==> src/rtl/exec_sched_pkg.sv <==
// ---------------------------------------------------------------------------
// exec_sched_pkg
// Shared types and constants for the executor job scheduler:
//   - scheduler state encoding
//   - error codes reported on the status interface
//   - job descriptor layout (16-bit buffer address + 8-bit tag)
// ---------------------------------------------------------------------------
package exec_sched_pkg;

  localparam int ADDR_W = 16;
  localparam int TAG_W  = 8;
  localparam int ERR_W  = 8;
  localparam int CNT_W  = 16;
  localparam int DESC_W = ADDR_W + TAG_W;

  typedef enum logic [2:0] {
    ST_IDLE    = 3'd0,
    ST_START   = 3'd1,
    ST_RUN     = 3'd2,
    ST_COLLECT = 3'd3,
    ST_ABORT   = 3'd4,
    ST_FLUSH   = 3'd5
  } sched_state_e;

  // Status error codes. ERR_BAD_OPCODE is raised by the executor itself and
  // only passes through this block inside exec_error.
  localparam logic [ERR_W-1:0] ERR_NONE       = 8'h00;
  localparam logic [ERR_W-1:0] ERR_BAD_OPCODE = 8'h81;
  localparam logic [ERR_W-1:0] ERR_HOST_ABORT = 8'h82;
  localparam logic [ERR_W-1:0] ERR_TIMEOUT    = 8'h83;
  localparam logic [ERR_W-1:0] ERR_FLUSHED    = 8'h84;

  typedef struct packed {
    logic [ADDR_W-1:0] addr;
    logic [TAG_W-1:0]  tag;
  } desc_t;

  function automatic logic [DESC_W-1:0] pack_desc(input logic [ADDR_W-1:0] addr,
                                                  input logic [TAG_W-1:0]  tag);
    return {addr, tag};
  endfunction

endpackage

==> src/rtl/exec_scheduler_fifo.sv <==
// ---------------------------------------------------------------------------
// sync_fifo
// Single-clock descriptor queue with a first-word-fall-through head output.
//   clk, rst_n   : clock, asynchronous active-low reset (clears pointers)
//   push_i/push_data_i : write request and data; dropped while full
//   pop_i        : remove head entry; ignored while empty
//   head_o       : current head entry (valid while !empty_o)
//   full_o, empty_o : occupancy flags
// DEPTH must be a power of two, >= 2.
// ---------------------------------------------------------------------------
module sync_fifo #(
  parameter int WIDTH = 24,
  parameter int DEPTH = 4
) (
  input  logic             clk,
  input  logic             rst_n,
  input  logic             push_i,
  input  logic [WIDTH-1:0] push_data_i,
  input  logic             pop_i,
  output logic [WIDTH-1:0] head_o,
  output logic             full_o,
  output logic             empty_o
);

  localparam int AW = $clog2(DEPTH);
  localparam logic [AW:0] PTR_ONE = {{AW{1'b0}}, 1'b1};

  // Pointers carry one extra wrap bit so full and empty are distinguishable.
  logic [AW:0]      wr_ptr_q, rd_ptr_q;
  logic [WIDTH-1:0] mem_q [DEPTH];
  logic             push_ok, pop_ok;

  assign empty_o = (wr_ptr_q == rd_ptr_q);
  assign full_o  = (wr_ptr_q[AW] != rd_ptr_q[AW]) &&
                   (wr_ptr_q[AW-1:0] == rd_ptr_q[AW-1:0]);
  assign push_ok = push_i && !full_o;
  assign pop_ok  = pop_i && !empty_o;
  assign head_o  = mem_q[rd_ptr_q[AW-1:0]];

  always_ff @(posedge clk or negedge rst_n) begin
    if (!rst_n) begin
      wr_ptr_q <= '0;
      rd_ptr_q <= '0;
    end else begin
      if (push_ok) wr_ptr_q <= wr_ptr_q + PTR_ONE;
      if (pop_ok)  rd_ptr_q <= rd_ptr_q + PTR_ONE;
    end
  end

  // Storage needs no reset: an entry is only observed after it was written.
  always_ff @(posedge clk) begin
    if (push_ok) mem_q[wr_ptr_q[AW-1:0]] <= push_data_i;
  end

endmodule

==> src/rtl/exec_scheduler.sv <==
// ---------------------------------------------------------------------------
// exec_scheduler
// Queues job descriptors and runs them one at a time on the command-buffer
// executor: start pulse, wait for completion (with watchdog), collect the
// executor error byte and report one status pulse per job.
// Ports:
//   clk, rst_n            : clock, asynchronous active-low reset
//   desc_addr_i/desc_tag_i/desc_valid_i, desc_ready_o : descriptor push
//   halt_on_err_i         : stop dequeuing after a failing job
//   resume_i              : clears the halted flag
//   host_abort_i          : abort current job and flush the queue
//   timeout_i             : watchdog limit in cycles, 0 disables
//   exec_start_o/exec_start_addr_o/exec_abort_o : executor control
//   exec_complete_i/exec_error_i : executor completion, error byte a cycle later
//   status_valid_o/status_tag_o/status_error_o : per-job report
//   busy_o, halted_o, jobs_done_o, jobs_failed_o : status/counters
// ---------------------------------------------------------------------------
module exec_scheduler
  import exec_sched_pkg::*;
#(
  parameter int FIFO_DEPTH = 4,
  parameter int TIMEOUT_W  = 24
) (
  input  logic                 clk,
  input  logic                 rst_n,
  input  logic [ADDR_W-1:0]    desc_addr_i,
  input  logic [TAG_W-1:0]     desc_tag_i,
  input  logic                 desc_valid_i,
  output logic                 desc_ready_o,
  input  logic                 halt_on_err_i,
  input  logic                 resume_i,
  input  logic                 host_abort_i,
  input  logic [TIMEOUT_W-1:0] timeout_i,
  output logic                 exec_start_o,
  output logic [ADDR_W-1:0]    exec_start_addr_o,
  output logic                 exec_abort_o,
  input  logic                 exec_complete_i,
  input  logic [ERR_W-1:0]     exec_error_i,
  output logic                 status_valid_o,
  output logic [TAG_W-1:0]     status_tag_o,
  output logic [ERR_W-1:0]     status_error_o,
  output logic                 busy_o,
  output logic                 halted_o,
  output logic [CNT_W-1:0]     jobs_done_o,
  output logic [CNT_W-1:0]     jobs_failed_o
);

  localparam logic [TIMEOUT_W-1:0] TMO_ONE = {{(TIMEOUT_W-1){1'b0}}, 1'b1};
  localparam logic [CNT_W-1:0]     CNT_ONE = {{(CNT_W-1){1'b0}}, 1'b1};

  sched_state_e         state_q, state_d;
  logic [TAG_W-1:0]     cur_tag_q, cur_tag_d;
  logic [ADDR_W-1:0]    cur_addr_q, cur_addr_d;
  logic                 host_cause_q, host_cause_d;
  logic [TIMEOUT_W-1:0] wdog_q, wdog_d;
  logic                 exec_start_q, exec_start_d;
  logic [ADDR_W-1:0]    exec_start_addr_q, exec_start_addr_d;
  logic                 exec_abort_q, exec_abort_d;
  logic                 status_valid_q, status_valid_d;
  logic [TAG_W-1:0]     status_tag_q, status_tag_d;
  logic [ERR_W-1:0]     status_error_q, status_error_d;
  logic [CNT_W-1:0]     jobs_done_q, jobs_done_d;
  logic [CNT_W-1:0]     jobs_failed_q, jobs_failed_d;
  logic                 halted_q, halted_d;

  logic                 fifo_pop, fifo_full, fifo_empty;
  logic [DESC_W-1:0]    fifo_head;
  desc_t                head_desc;
  logic                 abort_req;
  logic [ERR_W-1:0]     abort_code;

  sync_fifo #(
    .WIDTH (DESC_W),
    .DEPTH (FIFO_DEPTH)
  ) u_queue (
    .clk         (clk),
    .rst_n       (rst_n),
    .push_i      (desc_valid_i),
    .push_data_i (pack_desc(desc_addr_i, desc_tag_i)),
    .pop_i       (fifo_pop),
    .head_o      (fifo_head),
    .full_o      (fifo_full),
    .empty_o     (fifo_empty)
  );

  assign head_desc = fifo_head;

  always_comb begin
    state_d           = state_q;
    cur_tag_d         = cur_tag_q;
    cur_addr_d        = cur_addr_q;
    host_cause_d      = host_cause_q;
    wdog_d            = wdog_q;
    exec_start_d      = 1'b0;
    exec_start_addr_d = exec_start_addr_q;
    exec_abort_d      = 1'b0;
    status_valid_d    = 1'b0;
    status_tag_d      = status_tag_q;
    status_error_d    = status_error_q;
    jobs_done_d       = jobs_done_q;
    jobs_failed_d     = jobs_failed_q;
    halted_d          = halted_q;
    fifo_pop          = 1'b0;
    abort_req         = 1'b0;
    abort_code        = ERR_HOST_ABORT;

    // Resume is applied first so a halt raised in COLLECT this cycle wins.
    if (resume_i) halted_d = 1'b0;

    unique case (state_q)
      ST_IDLE: begin
        if (host_abort_i) begin
          state_d = ST_FLUSH;
        end else if (!fifo_empty && !halted_q) begin
          fifo_pop   = 1'b1;
          cur_tag_d  = head_desc.tag;
          cur_addr_d = head_desc.addr;
          state_d    = ST_START;
        end
      end

      ST_START: begin
        // An abort here still pulses exec_abort; harmless for an idle executor.
        if (host_abort_i) begin
          abort_req = 1'b1;
        end else begin
          exec_start_d      = 1'b1;
          exec_start_addr_d = cur_addr_q;
          wdog_d            = '0;
          state_d           = ST_RUN;
        end
      end

      ST_RUN: begin
        wdog_d = wdog_q + TMO_ONE;
        if (host_abort_i) begin
          abort_req = 1'b1;
        end else if (exec_complete_i) begin
          state_d = ST_COLLECT;
        end else if ((timeout_i != '0) && (wdog_q == timeout_i - TMO_ONE)) begin
          abort_req  = 1'b1;
          abort_code = ERR_TIMEOUT;
        end
      end

      ST_COLLECT: begin
        status_valid_d = 1'b1;
        status_tag_d   = cur_tag_q;
        status_error_d = exec_error_i;
        if (exec_error_i == ERR_NONE) begin
          jobs_done_d = jobs_done_q + CNT_ONE;
        end else begin
          jobs_failed_d = jobs_failed_q + CNT_ONE;
          if (halt_on_err_i) halted_d = 1'b1;
        end
        // The job already finished normally, so a host abort arriving now
        // reports this job as collected and goes straight to flushing.
        state_d = host_abort_i ? ST_FLUSH : ST_IDLE;
      end

      ST_ABORT: begin
        state_d = host_cause_q ? ST_FLUSH : ST_IDLE;
      end

      ST_FLUSH: begin
        if (!fifo_empty) begin
          fifo_pop       = 1'b1;
          status_valid_d = 1'b1;
          status_tag_d   = head_desc.tag;
          status_error_d = ERR_FLUSHED;
          jobs_failed_d  = jobs_failed_q + CNT_ONE;
        end else begin
          state_d = ST_IDLE;
        end
      end

      default: state_d = ST_IDLE;
    endcase

    // Abort pulse and its status are registered on entry to ABORT, so they
    // are visible during the ABORT cycle itself.
    if (abort_req) begin
      state_d        = ST_ABORT;
      exec_abort_d   = 1'b1;
      status_valid_d = 1'b1;
      status_tag_d   = cur_tag_q;
      status_error_d = abort_code;
      jobs_failed_d  = jobs_failed_q + CNT_ONE;
      host_cause_d   = (abort_code == ERR_HOST_ABORT);
    end
  end

  always_ff @(posedge clk or negedge rst_n) begin
    if (!rst_n) begin
      state_q           <= ST_IDLE;
      cur_tag_q         <= '0;
      cur_addr_q        <= '0;
      host_cause_q      <= 1'b0;
      wdog_q            <= '0;
      exec_start_q      <= 1'b0;
      exec_start_addr_q <= '0;
      exec_abort_q      <= 1'b0;
      status_valid_q    <= 1'b0;
      status_tag_q      <= '0;
      status_error_q    <= '0;
      jobs_done_q       <= '0;
      jobs_failed_q     <= '0;
      halted_q          <= 1'b0;
    end else begin
      state_q           <= state_d;
      cur_tag_q         <= cur_tag_d;
      cur_addr_q        <= cur_addr_d;
      host_cause_q      <= host_cause_d;
      wdog_q            <= wdog_d;
      exec_start_q      <= exec_start_d;
      exec_start_addr_q <= exec_start_addr_d;
      exec_abort_q      <= exec_abort_d;
      status_valid_q    <= status_valid_d;
      status_tag_q      <= status_tag_d;
      status_error_q    <= status_error_d;
      jobs_done_q       <= jobs_done_d;
      jobs_failed_q     <= jobs_failed_d;
      halted_q          <= halted_d;
    end
  end

  assign desc_ready_o      = !fifo_full;
  assign exec_start_o      = exec_start_q;
  assign exec_start_addr_o = exec_start_addr_q;
  assign exec_abort_o      = exec_abort_q;
  assign status_valid_o    = status_valid_q;
  assign status_tag_o      = status_tag_q;
  assign status_error_o    = status_error_q;
  assign busy_o            = (state_q != ST_IDLE) || !fifo_empty;
  assign halted_o          = halted_q;
  assign jobs_done_o       = jobs_done_q;
  assign jobs_failed_o     = jobs_failed_q;

endmodule

==> config.mk <==
export PLATFORM = sky130hd
export DESIGN_NAME = exec_scheduler
export DESIGN_NICKNAME = d
export VERILOG_FILES = /design/src/rtl/exec_sched_pkg.sv /design/src/rtl/exec_scheduler_fifo.sv /design/src/rtl/exec_scheduler.sv
export SDC_FILE = /design/constraint.sdc
export NUM_CORES = 1
export LEC_CHECK = 0
export ABC_AREA = 1
export CORE_MARGIN = 2
export CORE_UTILIZATION = 40
export DETAILED_ROUTE_END_ITERATION = 16
export HOLD_SLACK_MARGIN = 0.02
export PLACE_DENSITY = 0.69
export SYNTH_ARGS = -nofsm -noshare
export SYNTH_HDL_FRONTEND = slang
export SYNTH_HIERARCHICAL = 1
export SYNTH_SLANG_ARGS = --single-unit
==> constraint.sdc <==
create_clock -name clk -period 2.9 [get_ports clk]
set_input_delay 0.58 -clock clk [delete_from_list [all_inputs] [get_ports clk]]
set_output_delay 0.58 -clock clk [all_outputs]
set_load 0.1 [all_outputs]
# Word level (Yosys, flattened, before mapping)
# Memory sizes are Yosys's and may differ from the RTL's.
# Cells that the tools add are included.
dict set report word_totals {
  regBits 126
  latch_bits 0
  mem_bits_rw 96
  rom_bits 0
  inputBits 63
  output_inout_bits 70
  mem_count 1
}
# name words width read_ports rd_ports_with_merged_regs wr line_no
set mem_list {}
lappend mem_list {u_queue.mem_q 4 24 1 0 1 exec_scheduler_fifo.sv:30} ;# logic [WIDTH-1:0] mem_q [DEPTH];
dict set report classes {
  add_sub_neg 6
  mul 0
  div 0
  n_lt_le_gt_ge 0
  eq_ne 18
  shifts 0
  muxes 46
  n_bitwise 1
  reduce_logical 22
}
# operator n
set op_table {}
lappend op_table {{$mux W16} 3}
lappend op_table {{$pmux W24 S2} 1}
lappend op_table {{$add A16 B1 Y16 const B} 2}
lappend op_table {{$mux W8} 4}
lappend op_table {{$pmux W16 S2} 1}
lappend op_table {{$pmux W8 S2} 2}
lappend op_table {{$mux W3} 9}
lappend op_table {{$add A24 B1 Y24 const B} 1}
lappend op_table {{$eq A24 B24 Y1} 1}
lappend op_table {{$mux W24} 1}
lappend op_table {{$reduce_bool A24 Y1} 1}
lappend op_table {{$sub A24 B1 Y24 const B} 1}
lappend op_table {{$mux W1} 21}
lappend op_table {{$ne A3 B3 Y1 const B} 6}
lappend op_table {{$pmux W3 S6} 1}
lappend op_table {{$eq A8 B8 Y1 const B} 1}
lappend op_table {{$logic_not A8 Y1} 1}
lappend op_table {{$reduce_and A2 Y1} 4}
lappend op_table {{$add A3 B1 Y3 const B} 2}
lappend op_table {{$eq A3 B2 Y1 const B} 2}
lappend op_table {{$eq A3 B3 Y1 const B} 2}
lappend op_table {{$pmux W1 S2} 3}
lappend op_table {{$reduce_and A3 Y1} 2}
lappend op_table {{$reduce_bool A3 Y1} 2}
lappend op_table {{other kinds (13)} 19}

# Depth between registers and ports, before layout
dict set report depth {
  word_depth 9
  depth_mapped 20
  depth_no_buf 19
}

# By module
# The synthesis kept the hierarchy.
# mod instances cells_per_inst area_each_um2 seq_area_each_um2
set by_module_without_submodules {}
lappend by_module_without_submodules {exec_scheduler 1 932 6841.6 3002.9}
lappend by_module_without_submodules {sync_fifo 1 293 3990.1 3032.9}

# Worst setup path before layout
# OpenSTA, ideal clock, no wires.
dict set report synth_timing {
  kind {input to register}
  startpoint {input timeout_i[0]}
  endpoint {register jobs_failed_q[5], in the netlist jobs_failed_o[5]}
  arrival_time_ps 2317
  required_time_ps 2779
  path_slack_ps 462
  path_stages 19
  cell_sequence {inv_1 ha_1 nand2_2 nor2_4 buf_6 nand2_1 nand2_1 nand2_1 nor2_1 nand2_1 inv_2 nand2_1 nor2_2 nand3_2 nand2_4 inv_4 buf_2 nand3_1 nand2_1}
}
dict set report synth_via {
  elab_chain_len 9
  elab_cells_between_ends 13
  cone_classes {add/sub: 1; eq/ne: 3; mux: 5; reduce/logical: 4}
}
# item line_no
set synth_rtl {}
lappend synth_rtl {{start: declaration} exec_scheduler.sv:33} ;# input logic [TIMEOUT_W-1:0] timeout_i,
lappend synth_rtl {{$sub A24 B1 Y24} exec_scheduler.sv:140} ;# end else if ((timeout_i != '0) && (wdog_q == timeout_i - TMO_ONE)) begin
lappend synth_rtl {{$eq A24 B24 Y1} exec_scheduler.sv:140}
lappend synth_rtl {{$logic_and A1 B1 Y1 *} exec_scheduler.sv:140}
lappend synth_rtl {{$mux W1 *} exec_scheduler.sv:140}
lappend synth_rtl {{$mux W1 *} exec_scheduler.sv:138} ;# end else if (exec_complete_i) begin
lappend synth_rtl {{$mux W1 *} exec_scheduler.sv:136} ;# if (host_abort_i) begin
lappend synth_rtl {{$pmux W1 S2 *} exec_scheduler.sv:110} ;# unique case (state_q)
lappend synth_rtl {{named net abort_req} exec_scheduler.sv:69} ;# logic abort_req;
lappend synth_rtl {{$ne A3 B3 Y1 (no line) or $reduce_bool A3 Y1 (tied branches)} -}
lappend synth_rtl {{$reduce_and A3 Y1 (no line)} -}
lappend synth_rtl {{end signal: assignment} exec_scheduler.sv:222} ;# jobs_failed_q <= jobs_failed_d;
lappend synth_rtl {{end: declaration} exec_scheduler.sv:63} ;# logic [CNT_W-1:0] jobs_failed_q, jobs_failed_d;
# The timed path passes the listed nets; every way through them passes the cells marked *.
# A chain may end at the register's enable or synchronous reset.

# Final worst setup path
dict set report layout_timing {
  startpoint {input timeout_i[1]}
  endpoint {register jobs_failed_q[14], in the netlist jobs_failed_o[14]}
}
# The elaborated chain is that of the path after synthesis.

==> flow_summary.json <==
{
  "status": "finished, final reports clean",
  "path_class": "in2reg",
  "finish.utilization": 0.505,
  "nFillCells": 2483,
  "viasPerCell": 4.90,
  "p_total_mw": 13.1,
  "synth_top_area_share": 0.291,
  "synthFlopType": "dfrtp_1",
  "io_buffers": 132,
  "pre_cts_ws_ps": -162,
  "worst_slack_ps": 353,
  "finish.net_count": 1491,
  "fmax_mhz": 393,
  "gp_congestion": 0.926,
  "rsz0062_at_grt": "no",
  "wl_um": 25400,
  "cts_setup_buffers": 0,
  "switching_share": 0.449,
  "fp.dieW_um": 169,
  "setup_viol": 0,
  "final_hold_viol_count": 0,
  "finalCriticalPeriod_ps": 2550,
  "cp.required_ps": 3350,
  "overflow": 0,
  "coreArea_mm2": 0.0268,
  "seqPwrFrac": 0.349,
  "dpl_cell_area_mm2": 0.0128,
  "drv_cap": 0,
  "synth_simple_gate_area_frac": 0.230,
  "cts_sinks": 222,
  "slew_viol_final": 0,
  "startpoint_type": "input port",
  "synth_cell_types": 45,
  "netlist_instances": 1225,
  "layout_common_cells": "nand2_1, nor2_1, inv_1, buf_4, dfrtp_1",
  "synthXorXnorAreaFrac": 0.0451,
  "htree_levels": 1,
  "arrival_ps": 3000,
  "first_global_vias": 8432,
  "endpoint_kind": "register",
  "syn_area_mm2": 0.0108,
  "antenna_found_initial": 0,
  "clk-insertion-delay-late_ps": 510,
  "yosys.area.top_type": "dfrtp_1",
  "n_antenna_cell": 0,
  "clock_skew_ps": 14.5,
  "synth_top_family_by_area": "simple AND/OR/NAND/NOR gates",
  "timing.final.crit_share": 0.878,
  "ys_ff_latch": 222,
  "vias": 8707,
  "syn_nets": 1298,
  "fin_setup_tns_ps": 0,
  "cts_tree": "yes",
  "power.density_mw_per_mm2": 971,
  "initial_utilization": 0.404,
  "grt_max_degree": 127,
  "dpl.cell_count": 1733,
  "drive_gt1_frac": 0.142,
  "ys_warn_count": 6,
  "hp-class": "in2async",
  "grt_pass1_wl_um": 41800,
  "multi_input_area_mm2": 0.00409,
  "synth_adder_area_share": 0.0116,
  "die_h_um": 169,
  "wl_per_cell_um": 14.3,
  "timing.slew.headroom": 0.507,
  "rows": 60,
  "critical_path.max_fanout": 18,
  "io_pins": 133,
  "pwr-share-clk": 0.211,
  "synth_area_leaders": "dfrtp_1, edfxtp_1, nand2_1",
  "ys_seq_area_frac": 0.557,
  "ant_nets": 0,
  "netSwitchingPower_mw": 5.90,
  "grt_use_total": 0.179,
  "cts_hold_buf": 0,
  "comb_power_share": 0.440,
  "worst_pin_slew_ps": 739,
  "post-dp-hpwl_um": 18000,
  "cts_made_buffers": 24,
  "synth_compound_area_frac": 0.0822,
  "async_reset_ff_frac": 0.568,
  "final_common_cell": "nand2_1",
  "worst_hold_slack_ps": 107,
  "root_buffer": "clkbuf_16",
  "cts_buffer_depth": 3,
  "seq_area_mm2": 0.00604,
  "synth_area_per_cell_um2": 8.84,
  "drtIter0Drc": 564,
  "synth_edf_count": 96,
  "leakagePower_nw": 6.21,
  "yosys-mux-area-fraction": 0.00762,
  "syn_to_final_growth_pct": 24.8,
  "design_area_mm2": 0.0135,
  "internal-power_mw": 7.23,
  "cts_resized": 0,
  "ir_drop_uv": 625,
  "fin_cells": 1777,
  "dieArea_mm2": 0.0284,
  "first_pass_iters": 5,
  "drcViolationCount": 0,
  "clkTransAtPathRegs_ps": 60
}
[synthesized netlist by cell type (14+ instances only)]
| library cell | count |
|---|---|
| edfxtp_1 | 96 |
| inv_1 | 139 |
| clkbuf_1 | 19 |
| o22ai_1 | 31 |
| o21ai_0 | 92 |
| xnor2_1 | 22 |
| xor2_1 | 28 |
| a21oi_1 | 24 |
| nand3_1 | 79 |
| dfrtp_1 | 126 |
| nand4_1 | 14 |
| nand2_1 | 273 |
| nor2_1 | 180 |
[final timing paths]
path | from | end | slack (ps) | depth (start not counted)
min in group clk | jobs_done_o[15] | jobs_done_o[15] | 470 | 1
setup / recovery | timeout_i[1] | jobs_failed_o[14] | 350 | 20
hold / removal | rst_n | jobs_failed_o[9] | 110 | 2
max in group asynchronous | rst_n | cur_addr_q[13] | 2170 | 2
setup reg to reg | wdog_q[0] | wdog_q[22] | 500 | 12
hold reg to reg | jobs_done_o[15] | jobs_done_o[15] | 470 | 1
[power groups by stage]
stage               logic, mW  clock network, mW  registers (mW)
floorplan                2.46                  0            6.36
global placement         5.73                  0            4.62
detailed placement       5.81                  0            4.64
CTS                      5.83               2.84            4.58
global route             6.28               2.97            4.67
finish                   5.78               2.77            4.58
[critical path, cell delays in order]
cell	delay, ps
clkdlybuf4s50_1	490
inv_1	70
ha_1	290
nand2_1	70
inv_1	40
nor2_1	70
nand2_1	50
nor2_1	130
nand3_1	120
nor2_1	110
nand2_1	70
inv_2	40
nand2_1	70
nor2_2	100
nand3_2	160
nand2_4	120
inv_4	90
nand2_4	180
nand2_1	80
nand2_1	60
[state kept, by name (all words and copies together), names as in the netlist, 3 cells and up]
name,count
status_error_o,8
u_queue/wr_ptr_q,3
wdog_q,24
status_tag_o,8
cur_addr_q,16
jobs_failed_o,16
jobs_done_o,16
exec_start_addr_o,16
u_queue/mem_q,96
cur_tag_q,8
u_queue/rd_ptr_q,3
state_q,3
[cell families after synthesis]
logic type | after synthesis
DFF | 222
AOI/OAI and AO/OA | 165
and+or+nand+nor | 588
xor gates and xnor gates | 52
adders and majority gates | 10
buffers and inverters | 180
muxes | 8
[cell type report]
| type | count | area share |
|---|---|---|
| sequential | 222 | 0.446 |
| clock inverter | 14 | 0.00546 |
| timing repair buffer | 199 | 0.125 |
| inverter | 148 | 0.0414 |
| multi-input combinational | 823 | 0.302 |
| clock buffer | 30 | 0.0477 |
| tap | 341 | 0.0316 |
[layer usage]
metal / global-route usage / routed length (um) / vias to the layer above / part of all wire
met2: 0.300 / 11800 / 201 / 0.46
met1: 0.243 / 11900 / 4083 / 0.47
met5: 0 / 0 / - / 0
met4: 0.0439 / 442 / 0 / 0.017
met3: 0.0299 / 1310 / 32 / 0.051
li1: - / - / 4391 / -
Power figures use the tool's default switching activity.
